--- src/rtl/pwm_pkg.sv ---
// Shared state encoding and sizing helper for the PWM generator and its tests.
package pwm_pkg;

  typedef enum logic [1:0] {IDLE, RUN, DRAIN} pwm_state_t;

  // Number of PWM counts in one period for a given duty width.
  function automatic int unsigned pwm_max(input int unsigned width);
    return (32'd1 << width) - 32'd1;
  endfunction

endpackage

--- src/rtl/prescaler_tick.sv ---
// Count-rate divider: tick_out is high for one clock every div_in+1 clocks.
// clear_in restarts the division so a new period begins on a full prescale slot.
module prescaler_tick #(
  parameter int unsigned PRESCALE_WIDTH = 16
) (
  input  logic                      clk_in,
  input  logic                      rst_in,
  input  logic                      clear_in,
  input  logic [PRESCALE_WIDTH-1:0] div_in,
  output logic                      tick_out
);

  logic [PRESCALE_WIDTH-1:0] cnt_q, cnt_d;

  assign tick_out = (cnt_q == div_in);

  // NOTE: every signal assigned in always_comb gets a default first, so no path leaves it unassigned and no latch is inferred.
  always_comb begin
    cnt_d = cnt_q + PRESCALE_WIDTH'(1);
    if (clear_in || tick_out) cnt_d = '0;
  end

  // NOTE: state registers use non-blocking assignments so every flop samples the pre-edge values.
  always_ff @(posedge clk_in) begin
    if (rst_in) cnt_q <= '0;
    else        cnt_q <= cnt_d;
  end

endmodule

--- src/rtl/pwm_generator.sv ---
// PWM generator with period-boundary latching of duty and prescale, so the
// output never glitches when the motor command changes mid-period.
module pwm_generator
  import pwm_pkg::*;
#(
  parameter int unsigned DUTY_WIDTH     = 8,
  parameter int unsigned PRESCALE_WIDTH = 16
) (
  input  logic                      clk_in,
  input  logic                      rst_in,
  input  logic                      enable_in,
  input  logic [PRESCALE_WIDTH-1:0] prescale_in,
  input  logic [DUTY_WIDTH-1:0]     duty_in,
  output logic                      pwm_out,
  output logic                      period_start_out,
  output logic [DUTY_WIDTH-1:0]     duty_applied_out,
  output logic                      busy_out
);

  localparam logic [DUTY_WIDTH-1:0] LAST_CNT = DUTY_WIDTH'(pwm_max(DUTY_WIDTH) - 32'd1);

  pwm_state_t                state_q, state_d;
  logic [DUTY_WIDTH-1:0]     duty_q, duty_d;
  logic [PRESCALE_WIDTH-1:0] prescale_q, prescale_d;
  logic [DUTY_WIDTH-1:0]     pwm_cnt_q, pwm_cnt_d;
  logic                      pwm_q, pwm_d;
  logic                      period_start_q, period_start_d;
  logic                      tick, period_end, load, active;

  prescaler_tick #(.PRESCALE_WIDTH(PRESCALE_WIDTH)) u_prescaler (
    .clk_in   (clk_in),
    .rst_in   (rst_in),
    .clear_in (load),
    .div_in   (prescale_q),
    .tick_out (tick)
  );

  assign active     = (state_q != IDLE);
  assign period_end = tick && (pwm_cnt_q == LAST_CNT);

  always_comb begin
    state_d = state_q;
    load    = 1'b0;
    unique case (state_q)
      IDLE: if (enable_in) begin
        state_d = RUN;
        load    = 1'b1;
      end
      RUN: begin
        if (!enable_in)      state_d = DRAIN;
        else if (period_end) load    = 1'b1;
      end
      DRAIN: begin
        if (enable_in) begin
          state_d = RUN;
          load    = period_end;
        end else if (period_end) begin
          state_d = IDLE;
        end
      end
      default: state_d = IDLE;
    endcase
  end

  always_comb begin
    duty_d         = load ? duty_in : duty_q;
    prescale_d     = load ? prescale_in : prescale_q;
    pwm_cnt_d      = pwm_cnt_q;
    if (load)                 pwm_cnt_d = '0;
    else if (active && tick)  pwm_cnt_d = period_end ? '0 : pwm_cnt_q + DUTY_WIDTH'(1);
    pwm_d          = active && (pwm_cnt_q < duty_q);
    period_start_d = load;
  end

  // NOTE: the duty/prescale latches are plain registers and are reset with everything else so all outputs read 0 out of reset.
  always_ff @(posedge clk_in) begin
    if (rst_in) begin
      state_q        <= IDLE;
      duty_q         <= '0;
      prescale_q     <= '0;
      pwm_cnt_q      <= '0;
      pwm_q          <= 1'b0;
      period_start_q <= 1'b0;
    end else begin
      state_q        <= state_d;
      duty_q         <= duty_d;
      prescale_q     <= prescale_d;
      pwm_cnt_q      <= pwm_cnt_d;
      pwm_q          <= pwm_d;
      period_start_q <= period_start_d;
    end
  end

  assign pwm_out          = pwm_q;
  assign period_start_out = period_start_q;
  assign duty_applied_out = duty_q;
  assign busy_out         = active;

endmodule

--- config.mk ---
export PLATFORM = sky130hd
export DESIGN_NAME = pwm_generator
export DESIGN_NICKNAME = d
export VERILOG_FILES = /design/src/rtl/pwm_pkg.sv /design/src/rtl/prescaler_tick.sv /design/src/rtl/pwm_generator.sv
export SDC_FILE = /design/constraint.sdc
export NUM_CORES = 1
export LEC_CHECK = 0
export CORE_UTILIZATION = 57
export CTS_BUF_LIST = sky130_fd_sc_hd__clkbuf_8
export CTS_CLUSTER_DIAMETER = 40
export DETAILED_ROUTE_END_ITERATION = 7
export DONT_BUFFER_PORTS = 1
export PLACE_DENSITY = 0.72
export SLEW_MARGIN = 20
export SYNTH_ARGS = -nofsm -noshare
export SYNTH_HDL_FRONTEND = slang
export SYNTH_SLANG_ARGS = --single-unit
export TNS_END_PERCENT = 20
--- constraint.sdc ---
create_clock -name clk_in -period 2.65 [get_ports clk_in]
set_clock_uncertainty 0.1 [all_clocks]
set_input_delay 0.265 -clock clk_in [delete_from_list [all_inputs] [get_ports clk_in]]
set_output_delay 0.265 -clock clk_in [all_outputs]
set_load 0.005 [all_outputs]
Yosys cells after proc, flatten, opt, wreduce, memory -nomap -nowiden
Index checks and enable logic that the tools add are counted.
Widths: inputs -> output; s select.
{ "op_classes": {"div_mod_pow": 0, "muxes": 11, "eq_ne": 7, "reduce_logical": 9, "shifts": 0, "n_bitwise": 0, "magnitude_cmp": 1, "n_addsub": 2, "multipliers": 0} }
{ "op_table": {"columns": ["op", "n"], "rows": [
  ["$add 16x1->16 const B", 1],
  ["$eq 16x16->1", 1],
  ["$add 8x1->8 const B", 1],
  ["$eq 8x8->1 const B", 1],
  ["$lt 8x8->1", 1],
  ["$mux 2", 4],
  ["$mux 8", 1],
  ["$pmux 2 s3", 1],
  ["$mux 1", 4],
  ["$ne 2x2->1 const B", 2],
  ["$reduce_or 2->1", 2],
  ["$logic_and 1x1->1", 3],
  ["$ne 3x3->1 const B", 1],
  ["$pmux 1 s3", 1],
  ["$reduce_and 3->1", 1],
  ["$eq 2x1->1 const B", 1],
  ["$eq 2x2->1 const B", 1],
  ["$logic_not 2->1", 1],
  ["$reduce_bool 2->1", 1],
  ["$logic_or 1x1->1", 1]
]} }
{ "word_totals": {"memories": 0, "romBits": 0, "latchBits": 0, "ram_bits": 0, "regBits": 52} }

Longest topological paths before layout
{ "logic_depth": {"word_depth": 7, "mapped_depth": 10, "depth_no_buf": 7} }

Cells and area by module
Synthesis repeated with hierarchy kept, for this count alone.
{ "unflattened": {"cells_unflattened": 252, "hier_area_um2": 2478.6} }
{ "by_module_without_submodules": {"columns": ["mod", "instances", "seq_area_each_um2", "cells_each", "area_each_um2"], "rows": [
  ["pwm_generator", 1, 720.7, 150, 1554.0],
  ["prescaler_tick", 1, 320.3, 102, 924.6]
]} }

Worst setup path after synthesis
Ideal clock, no wire load.
{ "synth_path": {"kind": "register to register", "from": "register pwm_cnt_q[0]", "to": "register prescale_q[10]", "path_slack_ns": 0.637, "t_required_ns": 2.422, "path_stages_with_launch": 11, "t_arrival_ns": 1.786, "cell_sequence": "dfxtp_1 -> inv_1 -> ha_1 -> and4_1 -> buf_2 -> and3_1 -> a22oi_1 -> buf_4 -> buf_6 -> mux2i_1 -> nor2_1"} }
{ "synth_between": {"elab_chain_cells": 5, "elab_cells_between_ends": 6, "cone_classes": "eq/ne: 1; mux: 4; reduce/logical: 1"} }
{ "synth_lines": {"columns": ["element", "line", "rtl"], "rows": [
  ["start, declared", "pwm_generator.sv:25", "logic [DUTY_WIDTH-1:0] pwm_cnt_q, pwm_cnt_d;"],
  ["start signal, assigned", "pwm_generator.sv:88", "pwm_cnt_q <= pwm_cnt_d;"],
  ["$eq 8x8->1 (*)", "pwm_generator.sv:39", "assign period_end = tick && (pwm_cnt_q == LAST_CNT);"],
  ["$logic_and 1x1->1 (*)", "pwm_generator.sv:39", null],
  ["$mux 1", "pwm_generator.sv:51", "else if (period_end) load = 1'b1;"],
  ["$mux 1", "pwm_generator.sv:50", "if (!enable_in) state_d = DRAIN;"],
  ["$pmux 1 s3 (*)", "pwm_generator.sv:44", "unique case (state_q)"],
  ["end signal, assigned", "pwm_generator.sv:87", "prescale_q <= prescale_d;"],
  ["end, declared", "pwm_generator.sv:24", "logic [PRESCALE_WIDTH-1:0] prescale_q, prescale_d;"]
]} }
Mark *: on every way between the ends. The rest lies on a longest branch, timed or not.
A chain may end at the register's enable or synchronous reset.

Final worst setup path
{ "layout_path": {"from": "register pwm_cnt_q[0]", "to": "register prescale_q[13]"} }
The elaborated chain is that of the path after synthesis.

==> metrics.md <==
| Metric | Value |
|---|---|
| CP arrival | `2.41 ns` |
| Type of origin of the critical path | `flop` |
| Warning count from the yosys run | `0` |
| GRT overflow | `0` |
| Tcrit/Tclk final | `0.8905` |
| Worst r2r src | `pwm_cnt_q[0]` |
| Initial antenna violation count | `0` |
| Clock tree buffer depth | `2` |
| Core area | `0.004115 sq mm` |
| Via count | `1865` |
| Layout fillers | `361` |
| Area Growth Syn to Fin | `6.941%` |
| CP max FO | `22` |
| Mean Syn Cell Area | `8.981 sq um` |
| Clk_lat worst skew | `0.30 ns` |
| # clock sinks | `52` |
| Max incr delay on CP | `0.39 ns` |
| Post-layout util | `0.6558` |
| First-pass GRT wire length | `7.624 mm` |
| HPWL Detailed | `3.404 mm` |
| DRT iter0 DRCs | `137` |
| Post-route antenna net violation count | `0` |
| I/O pins | `38` |
| Initial Util | `0.6133` |
| Most frequent cells in the layout | `dfxtp_1, nor2_1, mux2i_1` |
| FF+latch count, synth | `52` |
| RSZ-0062 raised after global routing | `false` |
| Total CTS buffers | `5` |
| FF-to-FF path depth | `8` |
| Setup Slack @ Placement | `0.3917 ns` |
| Leakage dissipation | `1.087 nW` |
| H-tree Lvls | `2` |
| CP startpoint | `pwm_cnt_q[0]` |
| Minimum clock period | `2.360 ns` |
| Synth Instances | `281` |
| Netlist cell types | `31` |
| Share of layout cells above drive strength 1 | `0.05654` |
| Peak supply drop | `0.5030 mV` |
| Least-Margin Pin Slew | `0.9952 ns` |
| Worst-path cell chain | `inv_1 -> ha_1 -> and4_1 -> and3_1 -> a22oi_2 -> buf_12 -> mux2i_1 -> nor2_1` |
| Largest net degree at the start of global routing | `28` |
| Setup Fix Bufs, Post-CTS | `0` |
| Crit-path slowest cell | `dfxtp_1` |
| Pwr Density | `625.3 mW/mm^2` |
| Critical path required time | `2.70 ns` |
| Die area | `0.004698 sq mm` |
| Crit. End Element | `flop` |
| Routed length per placed instance | `14.26 microns` |
| Status | `finished clean` |
| R2R setup slack | `0.29 ns` |
| Crit path capture | `prescale_q[13]` |
| Commonest non-fill, non-tap cell in the layout | `dfxtp_1` |
| Final hold vios | `0` |
| Chip width | `68.54 microns` |
| CTS tree | `built` |
| Final Slew Violations | `0` |
| Hold Crit Class | `input pin to flop` |
| Post-synthesis sequential area ratio | `0.4125` |
| CTS Root Cell | `clkbuf_8` |
| Number of global-route vias before repair | `1635` |
| Mapped Nets | `323` |
| Max_slew headroom | `0.3344` |
| DR vias/cell | `5.601` |
| Mapped cell area | `0.002524 sq mm` |
| Buffers on Ports | `0` |
| RR Endpoint | `prescale_q[13]` |
| Row Count | `23` |
| Achievable frequency | `0.4238 GHz` |
| Setup Viol. Count Final | `0` |
| Die Y | `68.54 microns` |
| Placer Congestion | `0.7731` |
| N_diodes | `0` |
| Final-stage net count | `324` |
| Clk slew on worst S/H paths | `0.10 ns` |
| Post-route setup slack | `0.2901 ns` |
| Max Cap Violations | `0` |
| Crit Path Class | `flop to flop` |
| DRC errors left | `0` |
| Final Routed Wirelength | `4.749 mm` |
| DR pass1 iterations | `4` |
| All-Layer GR Usage | `0.2197` |
| Setup TNS | `0 ns` |
[flip-flops by register name (all words and copies together), names as in the netlist]
| name | flops |
|---|---|
| duty_applied_out | 8 |
| period_start_out | 1 |
| prescale_q | 16 |
| pwm_cnt_q | 8 |
| pwm_out | 1 |
| state_q | 2 |
| u_prescaler.cnt_q | 16 |
[worst min-delay path by stage]
stage	start	endpoint	slack [ns]	depth (start not counted)
2_1_floorplan	duty_in[0]	duty_applied_out[0]	0.31	2
3_3_place_gp	rst_in	state_q[0]	0.24	1
3_5_place_dp	rst_in	state_q[1]	0.24	1
4_1_cts	prescale_in[11]	prescale_q[11]	0.005	2
5_1_grt	prescale_in[11]	prescale_q[11]	0.001	2
6_report	prescale_in[9]	prescale_q[9]	0.01	2
[critical path, delay by kind of cell (launching register included)]
family                     cells  cell delay (ns)
muxes                          1             0.22
DFF                            1             0.39
and+or+nand+nor                3             0.59
buffers and inverters          2             0.33
adders and majority gates      1             0.20
AOI/OAI and AO/OA              1             0.36
[layout make-up]
cell class	instances	area [sq um]	area share
tap	50	62.56	0.02318
clock buffer	7	96.34	0.03570
sequential	52	1041	0.3857
inverter	15	56.30	0.02086
timing repair buffer	5	52.55	0.01947
clock inverter	1	30.03	0.01113
multi-input combinational	203	1360	0.5039
[cell usage after synthesis]
library cell,count,share of area
ha_1,15,0.074
nor3_1,4,0.0079
dfxtp_1,52,0.41
nand2_1,11,0.016
nor4_4,1,0.0084
clkbuf_1,4,0.0059
and4_1,2,0.0069
nand2b_1,2,0.0050
nand4_1,7,0.017
buf_2,3,0.0059
inv_1,15,0.022
a22oi_1,1,0.0030
o31ai_1,1,0.0030
nor2_1,49,0.073
o21ai_0,14,0.028
buf_6,3,0.013
o21a_1,1,0.0030
nor2b_1,1,0.0025
a31oi_1,6,0.015
and3_1,7,0.017
nand3_1,7,0.014
buf_4,1,0.0030
xnor2_1,19,0.066
or3_1,6,0.015
mux2i_1,25,0.099
or2_2,1,0.0025
a21oi_1,12,0.024
or4_1,1,0.0030
a21boi_0,1,0.0030
nand2_2,1,0.0025
xor2_1,8,0.028
[through the flow]
step	total power, W	area (sq um)	cells	hold WS [ns]
after floorplan	0.001067	2524	281	0.3089
after global placement	0.001103	2562	324	0.2402
after detailed placement	0.001109	2562	324	0.2427
after CTS	0.001699	2699	333	0.004999
after global routing	0.001753	2699	333	0.001015
final	0.001688	2699	333	0.01030
[what timing repair did]
item                      in CTS  in global routing
hold buffers                   1                  0
resized for setup              0                  0
hold endpoints to repair      27                  0
[power by group]
part	internal, W	switching [W]	leakage [nW]
Combinational	0.000107	0.000130	0.599
Clock	0.000333	0.000258	0.0645
Sequential	0.000823	0.0000364	0.424
Total	0.00126	0.000424	1.09
[layer usage]
metal | up-vias | part of all wire | global-route usage
met5 | - | 0 | 0
met2 | 49 | 0.42 | 0.3174
li1 | 951 | - | -
met4 | 0 | 0.010 | 0.07552
met3 | 6 | 0.044 | 0.03783
met1 | 859 | 0.53 | 0.3252
[cells by family after synthesis]
kind of cell	count (synthesis)	synth area share
compound gates	36	0.07834
fa+ha+maj	15	0.07437
simple gates	100	0.1914
mux	25	0.09916
flops	52	0.4125
buf+inv	26	0.05057
xor+xnor	27	0.09370
Note: power is estimated with default switching activity, not from simulation.
